## config.mk

```make
export PLATFORM = sky130hd
export DESIGN_NAME = seven_seg_capture_flat
export DESIGN_NICKNAME = d
export VERILOG_FILES = /design/src/rtl/seven_seg_capture_if.sv /design/src/rtl/seven_seg_capture.sv /design/src/flat_wrapper.sv
export SDC_FILE = /design/constraint.sdc
export NUM_CORES = 1
export LEC_CHECK = 0
export BUFFER_PORTS_ARGS = -buffer_cell sky130_fd_sc_hd__buf_4
export CAP_MARGIN = 20
export CORE_MARGIN = 2
export CORE_UTILIZATION = 60
export DETAILED_ROUTE_END_ITERATION = 7
export GPL_TIMING_DRIVEN = 0
export PLACE_DENSITY_LB_ADDON = 0.08
export SLEW_MARGIN = 5
export SYNTH_ARGS = -nofsm -noshare
export SYNTH_HDL_FRONTEND = slang
export SYNTH_SLANG_ARGS = --single-unit
```

## constraint.sdc

```tcl
create_clock -name clk -period 2.6 [get_ports clk]
set_input_delay 0.13 -clock clk [delete_from_list [all_inputs] [get_ports clk]]
set_output_delay 0.13 -clock clk [all_outputs]
set_load 0.05 [all_outputs]
```

## src/rtl/seven_seg_capture_if.sv

```systemverilog
// Segment-bus / digit-select link between a 2-digit 7-segment driver and its capture monitor.
interface seven_seg_capture_if;
    logic [6:0]  seg_in;
    logic        sel_in;
    logic [13:0] both7seg_out;
    logic [3:0]  digit_hi;
    logic [3:0]  digit_lo;
    logic        hi_valid;
    logic        lo_valid;
    logic        update;
    logic        stale;

    modport master (
        output seg_in, sel_in,
        input  both7seg_out, digit_hi, digit_lo, hi_valid, lo_valid, update, stale
    );

    modport slave (
        input  seg_in, sel_in,
        output both7seg_out, digit_hi, digit_lo, hi_valid, lo_valid, update, stale
    );
endinterface

```

## src/rtl/seven_seg_capture.sv

```systemverilog
// Captures a multiplexed two-digit 7-segment bus, rebuilds the {hi,lo} pattern word and
// publishes it once it has been stable for STABLE_FRAMES frames; also decodes digits and flags a dead select.
module seven_seg_capture #(
    parameter int unsigned SETTLE        = 2,
    parameter int unsigned STABLE_FRAMES = 2,
    parameter int unsigned TIMEOUT       = 1024,
    parameter int unsigned TBITS         = 11
) (
    input  logic               clk,
    input  logic               rst,
    seven_seg_capture_if.slave bus
);

    localparam int unsigned SW = $clog2(SETTLE + 1);
    localparam int unsigned MW = $clog2(STABLE_FRAMES + 1);

    typedef enum logic {ST_WAIT, ST_SETTLE} state_t;

    // Returns {valid, nibble}; unknown glyphs decode to nibble 0, valid 0.
    function automatic logic [4:0] seg_decode(input logic [6:0] p);
        logic [4:0] r;
        case (p)
            7'h3F:   r = 5'h10;
            7'h06:   r = 5'h11;
            7'h5B:   r = 5'h12;
            7'h4F:   r = 5'h13;
            7'h66:   r = 5'h14;
            7'h6D:   r = 5'h15;
            7'h7D:   r = 5'h16;
            7'h07:   r = 5'h17;
            7'h7F:   r = 5'h18;
            7'h6F:   r = 5'h19;
            7'h77:   r = 5'h1A;
            7'h7C:   r = 5'h1B;
            7'h39:   r = 5'h1C;
            7'h5E:   r = 5'h1D;
            7'h79:   r = 5'h1E;
            7'h71:   r = 5'h1F;
            default: r = 5'h00;
        endcase
        return r;
    endfunction

    state_t          state_q, state_d;
    logic [6:0]      seg_m_q, seg_m_d, seg_s_q, seg_s_d;
    logic            sel_m_q, sel_m_d, sel_s_q, sel_s_d, sel_d_q, sel_d_d;
    logic [SW-1:0]   scnt_q, scnt_d;
    logic [6:0]      hi_pat_q, hi_pat_d;
    logic            have_hi_q, have_hi_d;
    logic [13:0]     cand_q, cand_d;
    logic [MW-1:0]   match_q, match_d;
    logic [TBITS-1:0] timer_q, timer_d;
    logic [13:0]     out_q, out_d;
    logic [3:0]      dig_hi_q, dig_hi_d, dig_lo_q, dig_lo_d;
    logic            hv_q, hv_d, lv_q, lv_d;
    logic            update_q, update_d;
    logic            stale_q, stale_d;

    logic            sel_edge;
    logic            sample;
    logic            frame_done;
    logic [13:0]     frame;

    always_comb begin
        state_d    = state_q;
        scnt_d     = scnt_q;
        hi_pat_d   = hi_pat_q;
        have_hi_d  = have_hi_q;
        cand_d     = cand_q;
        match_d    = match_q;
        timer_d    = timer_q;
        out_d      = out_q;
        update_d   = 1'b0;
        sample     = 1'b0;
        frame_done = 1'b0;

        // Two-flop synchronisers plus one extra select delay for edge detection.
        seg_m_d  = bus.seg_in;
        seg_s_d  = seg_m_q;
        sel_m_d  = bus.sel_in;
        sel_s_d  = sel_m_q;
        sel_d_d  = sel_s_q;
        sel_edge = (sel_s_q != sel_d_q);
        frame    = {hi_pat_q, seg_s_q};

        case (state_q)
            ST_WAIT: begin
                if (sel_edge) begin
                    state_d = ST_SETTLE;
                    scnt_d  = SW'(1);
                end
            end
            ST_SETTLE: begin
                if (sel_edge) begin
                    scnt_d = SW'(1);
                end else if (scnt_q == SW'(SETTLE)) begin
                    sample  = 1'b1;
                    state_d = ST_WAIT;
                    scnt_d  = '0;
                end else begin
                    scnt_d = scnt_q + SW'(1);
                end
            end
            default: state_d = ST_WAIT;
        endcase

        // A lo sample only closes a frame if a hi sample preceded it.
        if (sample) begin
            if (sel_s_q) begin
                hi_pat_d  = seg_s_q;
                have_hi_d = 1'b1;
            end else if (have_hi_q) begin
                frame_done = 1'b1;
                have_hi_d  = 1'b0;
            end
        end

        if (frame_done) begin
            if (frame == cand_q) begin
                if (match_q < MW'(STABLE_FRAMES))
                    match_d = match_q + MW'(1);
            end else begin
                cand_d  = frame;
                match_d = MW'(1);
            end
            if ((match_d == MW'(STABLE_FRAMES)) && (cand_d != out_q)) begin
                out_d    = cand_d;
                update_d = 1'b1;
            end
        end

        // Decode follows the next published word so it lines up with both7seg_out.
        {hv_d, dig_hi_d} = seg_decode(out_d[13:7]);
        {lv_d, dig_lo_d} = seg_decode(out_d[6:0]);

        if (sel_edge)
            timer_d = '0;
        else if (timer_q != TBITS'(TIMEOUT))
            timer_d = timer_q + TBITS'(1);
        stale_d = (timer_q == TBITS'(TIMEOUT));
    end

    always_ff @(posedge clk) begin
        if (rst) begin
            state_q   <= ST_WAIT;
            seg_m_q   <= '0;
            seg_s_q   <= '0;
            sel_m_q   <= 1'b0;
            sel_s_q   <= 1'b0;
            sel_d_q   <= 1'b0;
            scnt_q    <= '0;
            hi_pat_q  <= '0;
            have_hi_q <= 1'b0;
            cand_q    <= '0;
            match_q   <= '0;
            timer_q   <= '0;
            out_q     <= '0;
            dig_hi_q  <= '0;
            dig_lo_q  <= '0;
            hv_q      <= 1'b0;
            lv_q      <= 1'b0;
            update_q  <= 1'b0;
            stale_q   <= 1'b0;
        end else begin
            state_q   <= state_d;
            seg_m_q   <= seg_m_d;
            seg_s_q   <= seg_s_d;
            sel_m_q   <= sel_m_d;
            sel_s_q   <= sel_s_d;
            sel_d_q   <= sel_d_d;
            scnt_q    <= scnt_d;
            hi_pat_q  <= hi_pat_d;
            have_hi_q <= have_hi_d;
            cand_q    <= cand_d;
            match_q   <= match_d;
            timer_q   <= timer_d;
            out_q     <= out_d;
            dig_hi_q  <= dig_hi_d;
            dig_lo_q  <= dig_lo_d;
            hv_q      <= hv_d;
            lv_q      <= lv_d;
            update_q  <= update_d;
            stale_q   <= stale_d;
        end
    end

    assign bus.both7seg_out = out_q;
    assign bus.digit_hi     = dig_hi_q;
    assign bus.digit_lo     = dig_lo_q;
    assign bus.hi_valid     = hv_q;
    assign bus.lo_valid     = lv_q;
    assign bus.update       = update_q;
    assign bus.stale        = stale_q;

endmodule

```

## src/flat_wrapper.sv

```systemverilog
// flat-port wrapper written by rule: the top's interface ports become plain ports
module seven_seg_capture_flat 
#(
    parameter int unsigned SETTLE        = 2,
    parameter int unsigned STABLE_FRAMES = 2,
    parameter int unsigned TIMEOUT       = 1024,
    parameter int unsigned TBITS         = 11
)
  (clk, rst, bus_seg_in, bus_sel_in, bus_both7seg_out, bus_digit_hi, bus_digit_lo, bus_hi_valid, bus_lo_valid, bus_update, bus_stale);
  seven_seg_capture_if bus_i ();
  input  logic clk;
  input  logic rst;
  input wire logic [$bits(bus_i.seg_in)-1:0] bus_seg_in;
  input wire logic [$bits(bus_i.sel_in)-1:0] bus_sel_in;
  output wire logic [$bits(bus_i.both7seg_out)-1:0] bus_both7seg_out;
  output wire logic [$bits(bus_i.digit_hi)-1:0] bus_digit_hi;
  output wire logic [$bits(bus_i.digit_lo)-1:0] bus_digit_lo;
  output wire logic [$bits(bus_i.hi_valid)-1:0] bus_hi_valid;
  output wire logic [$bits(bus_i.lo_valid)-1:0] bus_lo_valid;
  output wire logic [$bits(bus_i.update)-1:0] bus_update;
  output wire logic [$bits(bus_i.stale)-1:0] bus_stale;
  assign bus_i.seg_in = bus_seg_in;
  assign bus_i.sel_in = bus_sel_in;
  assign bus_both7seg_out = bus_i.both7seg_out;
  assign bus_digit_hi = bus_i.digit_hi;
  assign bus_digit_lo = bus_i.digit_lo;
  assign bus_hi_valid = bus_i.hi_valid;
  assign bus_lo_valid = bus_i.lo_valid;
  assign bus_update = bus_i.update;
  assign bus_stale = bus_i.stale;
  seven_seg_capture #(.SETTLE(SETTLE), .STABLE_FRAMES(STABLE_FRAMES), .TIMEOUT(TIMEOUT), .TBITS(TBITS)) u_core (.clk(clk), .rst(rst), .bus(bus_i));
endmodule
```

======== Yosys cells after proc, flatten, opt, wreduce, memory -nomap -nowiden ========
Cells that the tools add are included.
operators by class
  bitwise operators ....................... 2
  equality and inequality tests ........... 40
  order comparisons ....................... 1
  reduce and logical (&&, ||, !) cells .... 4
  add/subtract/negate cells ............... 3
  mux-type cells .......................... 25
operators with widths
  cell                                                    count
  == test 7 bit (second input constant)                   24
  one-hot mux 5 bit (16 select lines)                     2
  two-way mux 14 bit                                      4
  == test 7 x 3 -> 1 bit (second input constant)          4
  == test 7 x 6 -> 1 bit (second input constant)          4
  == test 14 bit                                          1
  inequality test 14 bit                                  1
  two-way mux 2 bit                                       6
  adder 11 x 1 -> 11 bit (second input constant)          1
  == test 11 bit (second input constant)                  1
  two-way mux 1 bit                                       11
  inequality test 11 bit (second input constant)          1
  adder 2 x 1 -> 2 bit (second input constant)            2
  == test 2 bit (second input constant)                   2
  one-hot mux 2 bit (2 select lines)                      1
  OR reduction 2 bit                                      2
  less-than comparator 2 bit (second input constant)      1
  inequality test 2 x 1 -> 1 bit (second input constant)  1
  inverter 1 bit                                          2
  one-hot mux 1 bit (2 select lines)                      1
  AND reduction 2 bit                                     1
  logical AND 1 bit                                       1
  inequality test 1 bit                                   1
storage, ports and cells
  word-level logic and storage cells ...... 94
  output and inout port bits .............. 26
  register bits ........................... 81

======== Logic depth before layout (Yosys ltp) ========
  depth after elaboration ................. 12
  depth in mapped cells ................... 7
  mapped depth without buffers ............ 6

======== Worst setup path before layout ========
OpenSTA, ideal clock, no wires.
  kind .................................... register to register
  from .................................... register u_core.out_q[11], in the netlist u_core.bus.both7seg_out[11]
  to ...................................... register u_core.dig_hi_q[3], in the netlist u_core.bus.digit_hi[3]
  path buffers ............................ 2
  setup time .............................. 0.115 ns
  setup slack ............................. 0.300 ns
  arrival time ............................ 2.185 ns
  clock period less this slack ............ 2.300 ns
  cell stages (with the launch flop) ...... 8
  cell sequence ........................... dfxtp_1 clkbuf_1 xnor2_1 nand4_1 nor4_1 nor4_4 buf_6 o21ba_1
between the ends
  word-level cells in the longest chain between the ends .. 6
  elaborated cells between the ends (all ways) .. 21
  classes of those cells .................. eq/ne (17); mux (3); reduce/logical (1)
RTL lines
  element                                      line                      RTL
  start: declaration                           seven_seg_capture.sv:53   logic [13:0] out_q, out_d;
  start signal: assignment                     seven_seg_capture.sv:177  out_q <= out_d;
  inequality test 14 bit                       seven_seg_capture.sv:126  if ((match_d == MW'(STABLE_FRAMES)) && (cand_d != out_q)) begin
  logical AND 1 bit                            seven_seg_capture.sv:126
  two-way mux 14 bit                           seven_seg_capture.sv:126
  two-way mux 14 bit *                         seven_seg_capture.sv:118  if (frame_done) begin
  == test 7 bit, or another cell as far along  seven_seg_capture.sv:22   case (p)
  one-hot mux 5 bit (16 select lines) *        seven_seg_capture.sv:22
  end signal: assignment                       seven_seg_capture.sv:178  dig_hi_q <= dig_hi_d;
  end: declaration                             seven_seg_capture.sv:54   logic [3:0] dig_hi_q, dig_hi_d, dig_lo_q, dig_lo_d;
Mark *: on every way between the ends. The rest lies on a longest branch, timed or not.
A chain may end at the register's enable or synchronous reset.

======== Final worst setup path ========
  from .................................... register u_core.seg_s_q[0]
  to ...................................... register u_core.dig_hi_q[2], in the netlist u_core.bus.digit_hi[2]
between the ends
  word-level cells in the longest chain between the ends .. 9
  elaborated cells between the ends (all ways) .. 27
  classes of those cells .................. eq/ne (19); mux (7); reduce/logical (1)
RTL lines
  element                                                  line                      RTL
  start: declaration                                       seven_seg_capture.sv:45   logic [6:0] seg_m_q, seg_m_d, seg_s_q, seg_s_d;
  start signal: assignment                                 seven_seg_capture.sv:167  seg_s_q <= seg_s_d;
  == test 14 bit                                           seven_seg_capture.sv:119  if (frame == cand_q) begin
  two-way mux 14 bit or two-way mux 2 bit (tied branches)  seven_seg_capture.sv:119
  two-way mux 14 bit or two-way mux 2 bit (tied branches)  seven_seg_capture.sv:118
  inequality test 14 bit or == test 2 bit (tied branches)  seven_seg_capture.sv:126
  logical AND 1 bit                                        seven_seg_capture.sv:126
  two-way mux 14 bit *                                     seven_seg_capture.sv:126
  two-way mux 14 bit *                                     seven_seg_capture.sv:118
  == test 7 bit, or another cell as far along              seven_seg_capture.sv:22
  one-hot mux 5 bit (16 select lines) *                    seven_seg_capture.sv:22
Mark *: on every way between the ends. The rest lies on a longest branch, timed or not. The select of a mux whose other input is x is not followed.

==> impl_metrics.toml <==
[run_status]
status = "completed"

[grt]
grt_max_degree = 16
grt_usage = 0.290
grt_pass1_wl_mm = 19.9
grt_pass1_vias = 4125
overflow = 0
grt_antenna_before_repair = 0

[drt]
wl_met2_mm = 5.59
drt-wirelength-per-cell_um = 16.2
viasPerCell = 5.94
first_pass_iters = 5
antenna_left = 0
drc_errors = 0
drt_iter0_markers = 392
drt-total-wl_mm = 11.8
wl_met3_um = 704
top_layer_used = "met4"
vias = 4327
wl_met1_mm = 5.34

[cells_and_area]
register_area_mm2 = 0.00162
drive_gt1_frac = 0.115
area_growth_pct = 13.5
final_common_cell = "dfxtp_1"
diodes = 0
nets = 634
multiInputGateArea_mm2 = 0.00277
final_cell_mix = "79 x dfxtp_1, 57 x nand2_1, 57 x nor2_1"
nFillCells = 666

[timing]
rsz0062_at_grt = "no"
finalSetupTns_ns = 0
fin_ws_ns = 0.179
finalSetupViolCount = 0
fmax_mhz = 413
clock-skew-final_ns = 0.0112
worstMarginPinSlew_ns = 0.680
finalCritPeriodShare = 0.931
hold_viol = 0
whs_ns = 0.00321
drv_slew = 0
slew_headroom = 0.542
period_needed_ns = 2.42

[synth]
yosys.area_share.simple = 0.297
synth_top_area_frac = 0.348
yosys-mux-area-fraction = 0.0939
syn_area_mm2 = 0.00467
synth_top_family_by_area = "simple AND/OR/NAND/NOR gates"
synth_top_area_cell = "dfxtp_1"
seq_area_frac_synth = 0.348
synthCells = 573
synthTopCellsByArea = "dfxtp_1 35%, mux2i_1 7.9%, xnor2_1 6.2%, nand2_1 4.6%, nor2_1 4.6%"
syn_avg_cell_area_um2 = 8.14
synth_xor_area_frac = 0.0788
synth_edf_count = 0
async_flop_share = 0
syn-num-nets = 586
synth_fa_ha_area_frac = 0.00805
yosysUniqueCellTypes = 60
yosysWarnings = 0
synth_compound_area_frac = 0.116
ys.flop_type = "dfxtp_1"
synth.ff_latch_count = 81

[clock_tree]
numCtsBuffers = 9
clkTransAtPathRegs_ns = 0.09
cts_max_path_buffers = 2
cts_root_buf = "clkbuf_8"
cts.htree.levels = 3
clkSinkCount = 81
clk_latency_ns = 0.36
cts_tree = "built"

[worst_setup_path]
crit_type = "reg2reg"
reg2reg_setup_slack_ns = 0.18
crit_path_end_kind = "flop"
cp_slowest_stage_delay_ns = 0.64
critPathTopFamily = "simple AND/OR/NAND/NOR gates"
arrival_ns = 2.66
cp_slowest_cell = "nor4_1"
path_cells = "clkbuf_1 -> xnor2_1 -> nand4_1 -> nor4_1 -> nor4_4 -> buf_4 -> mux2_1"
crit_required_ns = 2.84
start_kind = "flop"
cp_num_buf_inv = 2
cp_max_fo = 10

[placed_design]
hpwl_mm = 8.38
gp_congestion = 0.939
io_buffers = 34
place_ws_ns = 0.00830

[floorplan]
io_pins = 36
die_x_um = 92.2
rows = 32
dieArea_mm2 = 0.00850
die_h_um = 92.2
start_util = 0.610
core_mm2 = 0.00765

[worst_hold_path]
hold_class = "in2reg"

[power_and_ir_drop]
peakVddDrop_v = 0.000423
p_per_area_mw_per_mm2 = 427
cellLeakagePower_nw = 1.96

[flow_run]
drv_cap = 0
[layout make-up]
class | count | area share
multi-input combinational | 424 | 0.523
buffer | 49 | 0.0383
sequential | 81 | 0.307
inverter | 12 | 0.00851
tap | 102 | 0.0241
timing repair buffer | 44 | 0.0657
clock inverter | 6 | 0.00945
clock buffer | 10 | 0.0241
[state kept, by name, summed over array words and instances, names as in the netlist, 2 cells and up]
register and cells:
u_core.hi_pat_q 7, u_core.scnt_q 2, u_core.seg_s_q 7, u_core.match_q 2, u_core.bus.digit_hi 4, u_core.timer_q 11
u_core.bus.digit_lo 4, u_core.seg_m_q 7, u_core.cand_q 14, u_core.bus.both7seg_out 14
[metal layers]
| layer | track usage | vias up |
|---|---|---|
| li1 | - | 2096 |
| met1 | 0.399 | 2026 |
| met2 | 0.470 | 186 |
| met3 | 0.0435 | 19 |
| met4 | 0.0920 | 0 |
| met5 | 0 | - |
[final timing paths]
path | startpoint | endpoint | depth (start not counted)
setup / recovery | u_core.seg_s_q[0] | u_core.bus.digit_hi[2] | 7
hold / removal | bus_seg_in[5] | u_core.seg_m_q[5] | 2
setup reg to reg | u_core.seg_s_q[0] | u_core.bus.digit_hi[2] | 7
hold reg to reg | u_core.seg_m_q[2] | u_core.seg_s_q[2] | 1
[stage by stage]
step / std cells / power (mW) / cell area [µm²] / utilization
floorplan: 573 / 1.39 / 4670 / -
global placement: 709 / 1.43 / 5050 / 0.660
detailed placement: 709 / 1.43 / 5050 / 0.660
CTS: 735 / 2.27 / 5320 / 0.696
global route: 728 / 2.34 / 5300 / 0.692
finish: 728 / 2.26 / 5300 / 0.692
[cells in the mapped netlist, drive strengths merged (3+ instances only)]
library cell,count
dfxtp,81
nand2,57
nor2,57
clkbuf,46
mux2i,37
xnor2,33
a21oi,21
o21ai,20
nand3,19
nor2b,18
nand4,13
nor3,13
inv,12
buf,10
xor2,9
a31oi,8
and3,8
and3b,8
nand2b,8
nand3b,7
nand4b,7
mux2,6
nor4,6
nor3b,5
nor4b,5
nor4bb,4
o22ai,4
or3,4
ha,3
o21a,3
o32ai,3
[cell families (layout without fill, tap and decap cells)]
logic type	after synthesis	count (layout)
flip-flops	81	81
AO/OA/AOI/OAI	84	84
adder cells (fa/ha/maj)	3	3
buffers and inverters	68	121
AND/OR/NAND/NOR	252	252
XOR/XNOR	42	42
multiplexers	43	43
[what timing repair did]
| action | CTS | global route |
|---|---|---|
| setup buffers | 3 | 0 |
| hold endpoints to repair | 7 | 0 |
| hold buffers | 7 | 0 |
| resized for setup | 0 | 2 |
| setup endpoints to repair | 1 | 24 |
| pin swaps | 1 | 1 |
[power by group]
group	switching (mW)	internal, mW	leakage, nW
combinational	0.0806	0.0553	1.22
clock	0.487	0.357	0.0835
sequential	0.0201	1.26	0.658
total	0.587	1.67	1.96
Note: power is estimated with default switching activity, not from simulation.
